--- config.mk ---
export PLATFORM = sky130hd
export DESIGN_NAME = div_ctrl
export DESIGN_NICKNAME = d
export VERILOG_FILES = /design/src/rtl/instruction_pkg.sv /design/src/rtl/div_ctrl_step.sv /design/src/rtl/div_ctrl.sv
export SDC_FILE = /design/constraint.sdc
export NUM_CORES = 1
export LEC_CHECK = 0
export ABC_CLOCK_PERIOD_IN_PS = 4500
export CORE_AREA = 2 2 130 163
export CTS_BUF_LIST = sky130_fd_sc_hd__clkbuf_8
export DETAILED_ROUTE_END_ITERATION = 7
export DIE_AREA = 0 0 132 165
export HOLD_SLACK_MARGIN = 0.03
export PLACE_DENSITY = 0.82
export RECOVER_POWER = 100
export SYNTH_ARGS = -nofsm -noshare
export SYNTH_HDL_FRONTEND = slang
export SYNTH_SLANG_ARGS = --single-unit
export TNS_END_PERCENT = 100
--- constraint.sdc ---
create_clock -name clk -period 4.5 [get_ports clk]
set_clock_uncertainty 0.05 [all_clocks]
set_input_delay 0.9 -clock clk [delete_from_list [all_inputs] [get_ports clk]]
set_output_delay 0.9 -clock clk [all_outputs]
set_load 0.01 [all_outputs]
--- src/rtl/instruction_pkg.sv ---
// ---------------------------------------------------------------------------
// instruction_pkg
// Shared definitions for the execution-stage M-extension divide path.
//   div_state_e  : sequencer states of the iterative divider
//   DIV..REMU    : funct3 codes of the RV32M divide/remainder instructions
//   XLEN_DEFAULT : default datapath width
// No ports (package).
// ---------------------------------------------------------------------------
package instruction_pkg;

  localparam int XLEN_DEFAULT = 32;

  typedef enum logic [1:0] {
    IDLE = 2'd0,
    CALC = 2'd1,
    FIX  = 2'd2,
    DONE = 2'd3
  } div_state_e;

  // funct3 encodings of the divide family (OP opcode, funct7 = 0000001)
  localparam logic [2:0] DIV  = 3'b100;
  localparam logic [2:0] DIVU = 3'b101;
  localparam logic [2:0] REM  = 3'b110;
  localparam logic [2:0] REMU = 3'b111;

endpackage

--- src/rtl/div_ctrl_step.sv ---
// ---------------------------------------------------------------------------
// div_ctrl_step
// One radix-2 restoring-division step, purely combinational.
// Ports:
//   p       in  XLEN  current partial remainder (always < b)
//   a_msb   in  1     next dividend bit shifted into the partial remainder
//   b       in  XLEN  divisor magnitude
//   next_p  out XLEN  partial remainder after this step
//   q_bit   out 1     quotient bit produced by this step
// Instantiating two of these back to back gives a radix-4 step.
// ---------------------------------------------------------------------------
module div_ctrl_step #(
  parameter int XLEN = 32
) (
  input  logic [XLEN-1:0] p,
  input  logic            a_msb,
  input  logic [XLEN-1:0] b,
  output logic [XLEN-1:0] next_p,
  output logic            q_bit
);

  logic [XLEN:0] shifted;

  assign shifted = {p, a_msb};

  // The trial subtraction succeeds when the shifted remainder is at least b.
  // Because p < b, a successful difference always fits in XLEN bits, so the
  // low-order subtract below is exact and the top bit of shifted only matters
  // for the comparison.
  assign q_bit  = (shifted >= {1'b0, b});
  assign next_p = q_bit ? (shifted[XLEN-1:0] - b) : shifted[XLEN-1:0];

endmodule

--- src/rtl/div_ctrl.sv ---
// ---------------------------------------------------------------------------
// div_ctrl
// Iterative radix-2 divider sequencer for RV32M DIV/DIVU/REM/REMU. Accepts one
// operation from the execution stage, stalls it through hazard_x while the
// XLEN iterations and the sign fixup run, then pulses div_wb for one cycle.
// Divide-by-zero and signed overflow are answered directly without iterating.
// Ports:
//   clk        in  1     clock, rising edge
//   reset      in  1     asynchronous active-low reset
//   div_start  in  1     issue request, only honoured in IDLE
//   div_signed in  1     1 = DIV/REM, 0 = DIVU/REMU
//   dividend   in  XLEN  rs1 value
//   divisor    in  XLEN  rs2 value
//   kill       in  1     flush of the operation in flight
//   hazard_x   out 1     stall request to the execution stage
//   div_wb     out 1     one-cycle result-valid strobe
//   Qo         out XLEN  quotient, held until the next accepted start
//   Ro         out XLEN  remainder, held until the next accepted start
//   RSIGN      out 1     sign of the accepted dividend in signed mode
// ---------------------------------------------------------------------------
module div_ctrl
  import instruction_pkg::*;
#(
  parameter int XLEN = XLEN_DEFAULT
) (
  input  logic            clk,
  input  logic            reset,
  input  logic            div_start,
  input  logic            div_signed,
  input  logic [XLEN-1:0] dividend,
  input  logic [XLEN-1:0] divisor,
  input  logic            kill,
  output logic            hazard_x,
  output logic            div_wb,
  output logic [XLEN-1:0] Qo,
  output logic [XLEN-1:0] Ro,
  output logic            RSIGN
);

  localparam int              CNT_W   = $clog2(XLEN);
  localparam logic [XLEN-1:0] MIN_INT = {1'b1, {(XLEN-1){1'b0}}};

  div_state_e state, state_next;

  logic [XLEN-1:0]  a_reg;
  logic [XLEN-1:0]  b_reg;
  logic [XLEN-1:0]  p_reg;
  logic             neg_q;
  logic             neg_r;
  logic [CNT_W-1:0] counter;

  logic            acc;
  logic            dividend_neg;
  logic            divisor_neg;
  logic            div_by_zero;
  logic            overflow;
  logic            fast_path;
  logic [XLEN-1:0] a_mag;
  logic [XLEN-1:0] b_mag;
  logic [XLEN-1:0] step_p;
  logic            step_q;

  assign acc          = div_start & ~kill & (state == IDLE);
  assign dividend_neg = div_signed & dividend[XLEN-1];
  assign divisor_neg  = div_signed & divisor[XLEN-1];
  assign div_by_zero  = (divisor == '0);
  assign overflow     = div_signed & (dividend == MIN_INT) & (&divisor);
  assign fast_path    = div_by_zero | overflow;

  // The most negative value negates to itself, which read as unsigned is
  // exactly its magnitude, so no special case is needed here.
  assign a_mag = dividend_neg ? -dividend : dividend;
  assign b_mag = divisor_neg  ? -divisor  : divisor;

  div_ctrl_step #(
    .XLEN(XLEN)
  ) u_step (
    .p     (p_reg),
    .a_msb (a_reg[XLEN-1]),
    .b     (b_reg),
    .next_p(step_p),
    .q_bit (step_q)
  );

  // State register.
  always_ff @(posedge clk or negedge reset) begin
    if (!reset) begin
      state <= IDLE;
    end else begin
      state <= state_next;
    end
  end

  // Next-state logic. The counter reaches zero on the last of the XLEN
  // iterations; kill only aborts the CALC and FIX states.
  always_comb begin
    state_next = state;
    case (state)
      IDLE: begin
        if (acc) begin
          state_next = fast_path ? DONE : CALC;
        end
      end
      CALC: begin
        if (kill) begin
          state_next = IDLE;
        end else if (counter == '0) begin
          state_next = FIX;
        end
      end
      FIX:     state_next = kill ? IDLE : DONE;
      DONE:    state_next = IDLE;
      default: state_next = IDLE;
    endcase
  end

  // Outputs. hazard_x covers the accept cycle itself so the issuing
  // instruction is held immediately; it drops in DONE so that instruction
  // advances alongside div_wb.
  always_comb begin
    hazard_x = acc | (state == CALC) | (state == FIX);
    div_wb   = (state == DONE);
  end

  // Datapath. The dividend register doubles as the quotient register: each
  // step shifts one dividend bit out of the top and one quotient bit into the
  // bottom. Qo/Ro are only written on a fast-path accept or in FIX, so a
  // killed operation leaves the previous result visible.
  always_ff @(posedge clk or negedge reset) begin
    if (!reset) begin
      a_reg   <= '0;
      b_reg   <= '0;
      p_reg   <= '0;
      neg_q   <= 1'b0;
      neg_r   <= 1'b0;
      counter <= '0;
      Qo      <= '0;
      Ro      <= '0;
      RSIGN   <= 1'b0;
    end else begin
      if (acc) begin
        RSIGN <= dividend_neg;
        if (div_by_zero) begin
          Qo <= '1;
          Ro <= dividend;
        end else if (overflow) begin
          Qo <= MIN_INT;
          Ro <= '0;
        end else begin
          a_reg   <= a_mag;
          b_reg   <= b_mag;
          p_reg   <= '0;
          neg_q   <= dividend_neg ^ divisor_neg;
          neg_r   <= dividend_neg;
          counter <= CNT_W'(XLEN - 1);
        end
      end else if ((state == CALC) && !kill) begin
        p_reg   <= step_p;
        a_reg   <= {a_reg[XLEN-2:0], step_q};
        counter <= counter - CNT_W'(1);
      end else if ((state == FIX) && !kill) begin
        Qo <= neg_q ? -a_reg : a_reg;
        Ro <= neg_r ? -p_reg : p_reg;
      end
    end
  end

endmodule

* After elaboration in Yosys (flattened, before gate mapping)
Index checks and enable logic that the tools add are counted.
Word-level totals: register bits after elaboration 170, bits of input ports 69, output and inout port bits 67, logic and storage cells 86
Cells by class: add/subtract/negate cells 6, order comparisons 1, equality and inequality tests 10, multiplexer cells 33, bitwise logic cells 13, reduce and logical (&&, ||, !) cells 13
Operators with widths (count):
- 2-to-1 mux 32 bit | 23
- negation 32 bit | 4
- >= comparator 33 x 32 -> 1 bit | 1
- == test 32 bit, second input constant | 1
- zero test 32 bit | 1
- AND reduction 32 bit | 1
- subtractor 32 bit | 1
- 2-to-1 mux 5 bit | 4
- 2-to-1 mux 2 bit | 5
- AND reduction 3 bit | 3
- != test 2 bit, second input constant | 4
- one-hot mux 2 bit (4 select lines) | 1
- bitwise AND 1 bit | 6
- zero test 5 bit | 1
- subtractor 5 x 1 -> 5 bit, second input constant | 1
- == test 2 bit, second input constant | 2
- nonzero test 2 bit | 2
- != test 3 x 1 -> 1 bit, second input constant | 1
- != test 3 bit, second input constant | 1
- inverter 1 bit | 3
- bitwise OR 1 bit | 3
- == test 2 x 1 -> 1 bit, second input constant | 1
- logical AND 1 bit | 2
- zero test 2 bit | 1
- 3 further kinds | 3

* Longest topological paths before layout
depth after elaboration 7, gate-level depth with buffers 14

* Hierarchy
From an unflattened synthesis, not the netlist that was laid out.
Second synthesis, totals: cell total of the unflattened synthesis 1370, area, all modules 12537.0 µm²
Modules (own cells, without submodules):
- div_ctrl | instances 1, cells an instance 1047, area each 10206.0 µm², sequential area each 4254.1 µm²
- div_ctrl_step | instances 1, cells an instance 323, area each 2331.0 µm², sequential area each 0.0 µm²

* Worst setup path before layout
OpenSTA, ideal clock, no wires.
path kind input port to flip-flop, from input port dividend[21], to register Qo[10], setup time 124 ps, arrival time 3538 ps, data required time 4326 ps, path slack 788 ps, stages 12, path buffers 3, cells stage by stage or4_4 -> or3_4 -> or4_4 -> or4_4 -> nor3_4 -> o21a_1 -> o21ai_2 -> buf_6 -> buf_6 -> buf_6 -> nand2_1 -> o21ai_1
Between the ends: word-level cells in the longest chain between the ends 5
Ends and longest elaborated chain:
- start, declared | line div_ctrl.sv:30 | input logic [XLEN-1:0] dividend,
- == test 32 bit | line div_ctrl.sv:67 | assign overflow = div_signed & (dividend == MIN_INT) & (&divisor);
- bitwise AND 1 bit (2 in series) | line div_ctrl.sv:67
- != test 3 x 1 -> 1 bit (no source line)
- AND reduction 3 bit (no source line)
- end signal, assigned | line div_ctrl.sv:162 | Qo <= neg_q ? -a_reg : a_reg;
- end, declared | line div_ctrl.sv:35 | output logic [XLEN-1:0] Qo,
Every way passes these cells. A chain may end at the register's enable or synchronous reset.

* Final worst setup path
from input port dividend[21], to register a_reg[13]
Between the ends: word-level cells in the longest chain between the ends 5
Ends and longest elaborated chain:
- == test 32 bit | line div_ctrl.sv:67
- bitwise AND 1 bit (2 in series) | line div_ctrl.sv:67
- != test 2 bit (no source line)
- AND reduction 3 bit (no source line)
- end signal, assigned | line div_ctrl.sv:150 | a_reg <= a_mag;
- end signal, assigned | line div_ctrl.sv:159 | a_reg <= {a_reg[XLEN-2:0], step_q};
- end, declared | line div_ctrl.sv:45 | logic [XLEN-1:0] a_reg;
Every way passes these cells.

==> impl_metrics.toml <==
[critical_path]
crit_slowest_cell = "or4_1"
crit_arrival_ns = 4.41
worstPathCellList = "clkdlybuf4s50_1 > or4_1 > or3_1 > or4_4 > or4_4 > nor3_1 > o21a_1 > buf_12 > o21ai_0"
crit_top_cell = "or4_4"
criticalPathCategory = "in2reg"
worst_setup_path_end_kind = "flip-flop"
critPathRequiredTime_ns = 4.80
critPathLaunchType = "input port"
crit_path_max_fanout = 59
slowest_delay_ns = 0.59

[run_status]
failed_checks = "max-capacitance violations, max-slew violations"
status = "finished, violations left"

[global_route]
antenna_found_initial = 0
first_global_vias = 10400
grt-ovfl-total = 0
grt_max_degree = 84
track_usage = 0.306
grt_pass1_wl_microns = 52600

[synthesis]
synth.area.top_cells = "dfrtp_1, o21ai_0, xnor2_1"
synth_seq_area_share = 0.363
synthCells = 1454
synthesis.area_sq_um = 11700
synth_seq_cells = 170
netlist.area_leader.share = 0.363
synth-edff-count = 0
syn_avg_cell_area_sq_um = 8.06
synthArstFlopShare = 1.00
ys_types = 60
synthFlopType = "dfrtp_1"
ys.warnings.count = 0
yosys.area.top_type = "dfrtp_1"
synth_nets = 1563

[final_layout]
nets = 1652
insertedDiodeCount = 0
drive_above_1_share = 0.0476
syn2layout_area_growth_pct = 16.7
stdcell_count = 1826

[sta]
fin_ws_ns = 0.386
rsz0062_at_grt = "false"
fmax_mhz = 243
hold_ws_ns = 0.430
min_period_ns = 4.11
tightest_slew_ns = 1.86
setup_viol = 0
slew_violations = 175
period_share = 0.914
finalHoldViolCount = 0
fin_setup_tns_ns = 0
slew_headroom = -0.238

[clocking]
htreeDepth = 4
cts_tree = "yes"
cts_buffers = 17
post_cts_buffers = 0
path_clk_slew_ns = 0.09
clk_latency_ns = 0.49
root_buffer = "clkbuf_8"
clock_path_buffers = 2
post_cts_resized = 0
cts.sinks = 170
hold_buffers = 0

[place]
place_ws_ns = 0.212
place_inst = 1794
port_buffers = 135
dpl.hpwl_microns = 24900
place_congestion = 0.946

[route]
totalWireLength_microns = 32700
vias_per_cell = 6.07
dr.pass1.iters = 7
postRouteAntennaNets = 0
drc = 0
wl_per_cell_microns = 17.9
drt_iter0_drc = 991
vias = 11100

[die]
initial_core_util = 0.583
die_w_microns = 132
io_pins = 136
die_h_microns = 165
core_sq_um = 20100
die-area_sq_um = 21800
row_count = 58

[power_and_ir_drop]
ir_drop_v = 0.000279
leakagePower_nw = 5.82
power_density_nw_per_um2 = 621
p_total_mw = 8.50

[hold_path]
hold_class = "reg2reg"

[flow_run]
cap_viol_max_count = 3
==> through the flow <==
stage,cell area [sq um],utilization
final,13700,0.680
after global routing,13700,0.680
after CTS,13700,0.683
after detailed placement,13300,0.661
after global placement,13300,0.661
after floorplan,11700,-
==> synthesized netlist by cell type, types with 12 or more instances <==
library cell / count
or3_1: 17
xnor2_1: 93
o41ai_1: 18
a22oi_1: 25
nand2_1: 187
nand3_1: 24
clkbuf_1: 53
a31oi_1: 18
o21ai_0: 187
nor2_1: 116
inv_1: 55
o21ai_1: 22
xor2_1: 51
mux2i_1: 12
nor3_1: 20
a21oi_1: 132
nor4_1: 14
dfrtp_1: 170
ha_1: 39
nand4_1: 16
a21o_1: 12
o31ai_1: 30
or4_1: 13
buf_2: 20
==> cells in the final DEF, fill, tap and decap left out, types with 5 or more instances in the layout <==
master / count
a31oi_1: 18
nand4_1: 16
nand3_1: 24
clkdlybuf4s50_1: 68
xor2_1: 51
nor2b_1: 6
or3_1: 18
nand2_1: 187
buf_4: 18
a21o_1: 12
dlygate4sd3_1: 66
o211ai_1: 5
a21oi_1: 132
nor3_1: 20
dfrtp_1: 170
inv_6: 5
or2_2: 6
o31ai_1: 30
nor4_1: 14
or4_1: 14
o21ai_0: 208
mux2i_1: 12
a22oi_1: 25
xnor2_1: 93
nor2_1: 116
o21bai_1: 5
clkbuf_8: 20
nand2b_1: 10
o41ai_1: 18
ha_1: 39
inv_1: 55
a32oi_1: 9
and2_1: 6
==> worst max-delay path, delay by kind of cell <==
kind / cells / cell delay [ns]
buffers and inverters: 2 / 0.68
and+or+nand+nor: 5 / 2.26
AOI/OAI and AO/OA: 2 / 0.52
==> power breakdown <==
part	leakage, nW	switching, mW	internal (mW)
clock	0.221	0.592	0.601
sequential	2.15	0.721	2.15
combinational	3.46	2.48	1.95
total	5.82	3.80	4.70
==> path summary, 6_finish.rpt <==
check,from,slack [ns],end,cells after the start
worst min-delay path,Ro[15]$_DFFE_PN0P_,0.43,Ro[15]$_DFFE_PN0P_,2
max in group asynchronous,reset,1.10,p_reg[31]$_DFFE_PN0P_,2
worst max-delay path,dividend[21],0.39,a_reg[13]$_DFFE_PN0P_,9
worst min register to register,Ro[15]$_DFFE_PN0P_,0.43,Ro[15]$_DFFE_PN0P_,2
worst max register to register,p_reg[18]$_DFFE_PN0P_,0.91,p_reg[31]$_DFFE_PN0P_,10
min in group asynchronous,reset,0.84,Qo[27]$_DFFE_PN0P_,1
==> final cells by class <==
type	instances	area (sq um)
inverters	55	206
multi-input cells	1140	6870
clock inverters	12	160
flip-flops and latches	170	4250
fillers	1662	6430
well taps	270	338
clock buffers	20	275
repair buffers	159	1570
==> cells by family (layout without fill, tap and decap cells) <==
family | count (synthesis) | count (layout) | synth area share
AOI/OAI and AO/OA | 485 | 485 | 0.241
and+or+nand+nor | 458 | 458 | 0.182
DFF | 170 | 170 | 0.363
xor gates and xnor gates | 144 | 144 | 0.108
buffers and inverters | 144 | 246 | 0.0519
adders and majority gates | 40 | 40 | 0.0434
muxes | 13 | 13 | 0.0112
==> layer usage <==
layer	wire (microns)	vias up	GRT usage	share of wire
li1	-	5338	-	-
met1	12500	5214	0.350	0.38
met2	16600	443	0.554	0.51
met3	1970	97	0.0430	0.060
met4	1670	0	0.166	0.051
met5	0	-	0	0
Note: power is estimated with default switching activity, not from simulation.
==> variant (config.mk and constraints unchanged) <==
Set the package constant `XLEN_DEFAULT` to 16 (it was 32).
--- a/src/rtl/instruction_pkg.sv
+++ b/src/rtl/instruction_pkg.sv
@@ -8,7 +8,7 @@
 // ---------------------------------------------------------------------------
 package instruction_pkg;
 
-  localparam int XLEN_DEFAULT = 32;
+  localparam int XLEN_DEFAULT = 16;
 
   typedef enum logic [1:0] {
     IDLE = 2'd0,
Interface: changed (resized Qo, Ro, dividend and divisor); port bits go from 136 to 72. The function was not compared with the original's and may differ.
==> variant against the unedited design <==
The run still ends with capacitance limit, slew limit left; worst setup slack improved by 0.32 ns; combinational power decreased by 70%; synthesized area fell by 47%; cell count decreased by 41%; cell area down 46%; routed wire length is 48% lower; total power down 61%; sequential cell count is 81 lower; critical path type unchanged; critical endpoint is now Qo[9]; largest cell class unchanged; largest power group unchanged; highest routed layer unchanged.
==> variant: results (changes against the unedited design) <==
* Result of the run: finished with violations
* Violated checks: capacitance limit, slew limit
* Number of DRC violations after detailed-routing iteration 0 at 429 (-57%)
* DR vias at 5848 (-47%)
* Number of distinct library cells after synthesis at 66 (+10%)
* Max IR drop VDD at 0.000174 V (-37%)
* Maximum Capacitance Violations at 1 (-2)
* Detailed placer's ending HPWL at 12800 um (-49%)
* Post-layout utilization of the core at 37.0% (-31 points)
* Leakage power total at 0.00329 uW (-43%)
* Source-to-sink clock delay at the later pin of the worst-skew pair at 0.39 ns (-0.10 ns)
* Biggest fanout along the worst timing path at 15 (-75%)
* Worst slew margin relative to its limit at -95.2% (-71 points)
* Xor/xnor share of the synthesized area at 8.95% (-1.8 points)
* Switching power share of the total at 37.3% (-7.4 points)
* Instance area at placement at 7210 um2 (-46%)
* Total routed wirelength at 17100 um (-48%)
* Proportion of synthesized area in mux cells at 1.78% (+0.66 points)
* Placer Congestion at 0.921 (-2.7%)
* Sequential cell area fraction in the yosys report at 35.6% (-0.74 points)
* Share of post-route cells with drive strength above 1 at 4.56% (-0.20 points)
* Nets at 867 (-48%)
* Post-placement worst setup slack at 0.625 ns (+0.413 ns)
* Layout fillers at 2057 (+24%)
* Final number of max-transition violations at 57 (-67%)
* H-tree lvl count at 3 (-1)
* Vias in the first global route at 5592 (-46%)
* Slowest stage delay, CP at 0.66 ns (+0.07 ns)
* Pin count of the biggest net entering global routing at 57 (-32%)
* Global-route total usage across every layer at 16.0% (-15 points)
## variant: cell count changes after synthesis, moves of 17 or more
cell,delta
nand2_1,-100
a22oi_1,-23
o21ai_0,-119
a21oi_1,-79
dfrtp_1,-81
ha_1,-17
nor2_1,-41
xnor2_1,-59
inv_1,-22
clkbuf_1,-24
o21ai_1,-22
xor2_1,-21
## variant: power by group through the flow
stage	Clock [uW]	Combinational [uW]	Sequential, uW
final	703	1320	1270
after floorplan	0	812	1270
after detailed placement	0	1370	1290
after global routing	748	1470	1300
after CTS	710	1380	1270
after global placement	0	1340	1280
## variant: layout make-up
type,count,share of cell area (%)
well taps,270,4.54
inverters,33,1.66
multi-input cells,593,50.1
repair buffers,81,10.3
clock inverters,5,1.38
flip-flops and latches,89,29.9
clock buffers,11,2.03
## variant: worst max-delay path: cells and delay by family
family / cells / cell delay (ns)
compound gates: 3 / 0.62
simple gates: 3 / 0.84
fa+ha+maj: 1 / 0.25
buf+inv: 3 / 1.45
## variant: path summary, 6_finish.rpt
path | endpoint | startpoint | slack, ns | depth (start not counted)
worst min register to register | Qo[12] | Qo[12] | 0.43 | 2
worst max-delay path | Qo[9] | dividend[0] | 0.71 | 10
worst max register to register | p_reg[12] | a_reg[15] | 1.56 | 10
min in group asynchronous | Qo[4] | reset | 1.40 | 1
max in group asynchronous | b_reg[13] | reset | 1.32 | 2
worst min-delay path | Qo[12] | Qo[12] | 0.43 | 2
## variant: per-layer routing
| layer | track usage [%] | routed length, um |
|---|---|---|
| met3 | 3.07 | 1060 |
| met4 | 5.48 | 324 |
| met5 | 0 | 0 |
| met1 | 19.4 | 7120 |
| met2 | 28.6 | 8610 |
## variant: stage by stage
stage,total power (uW),instances
floorplan,2080,757
global placement,2620,1066
detailed placement,2660,1066
CTS,3360,1082
global route,3520,1082
finish,3290,1082
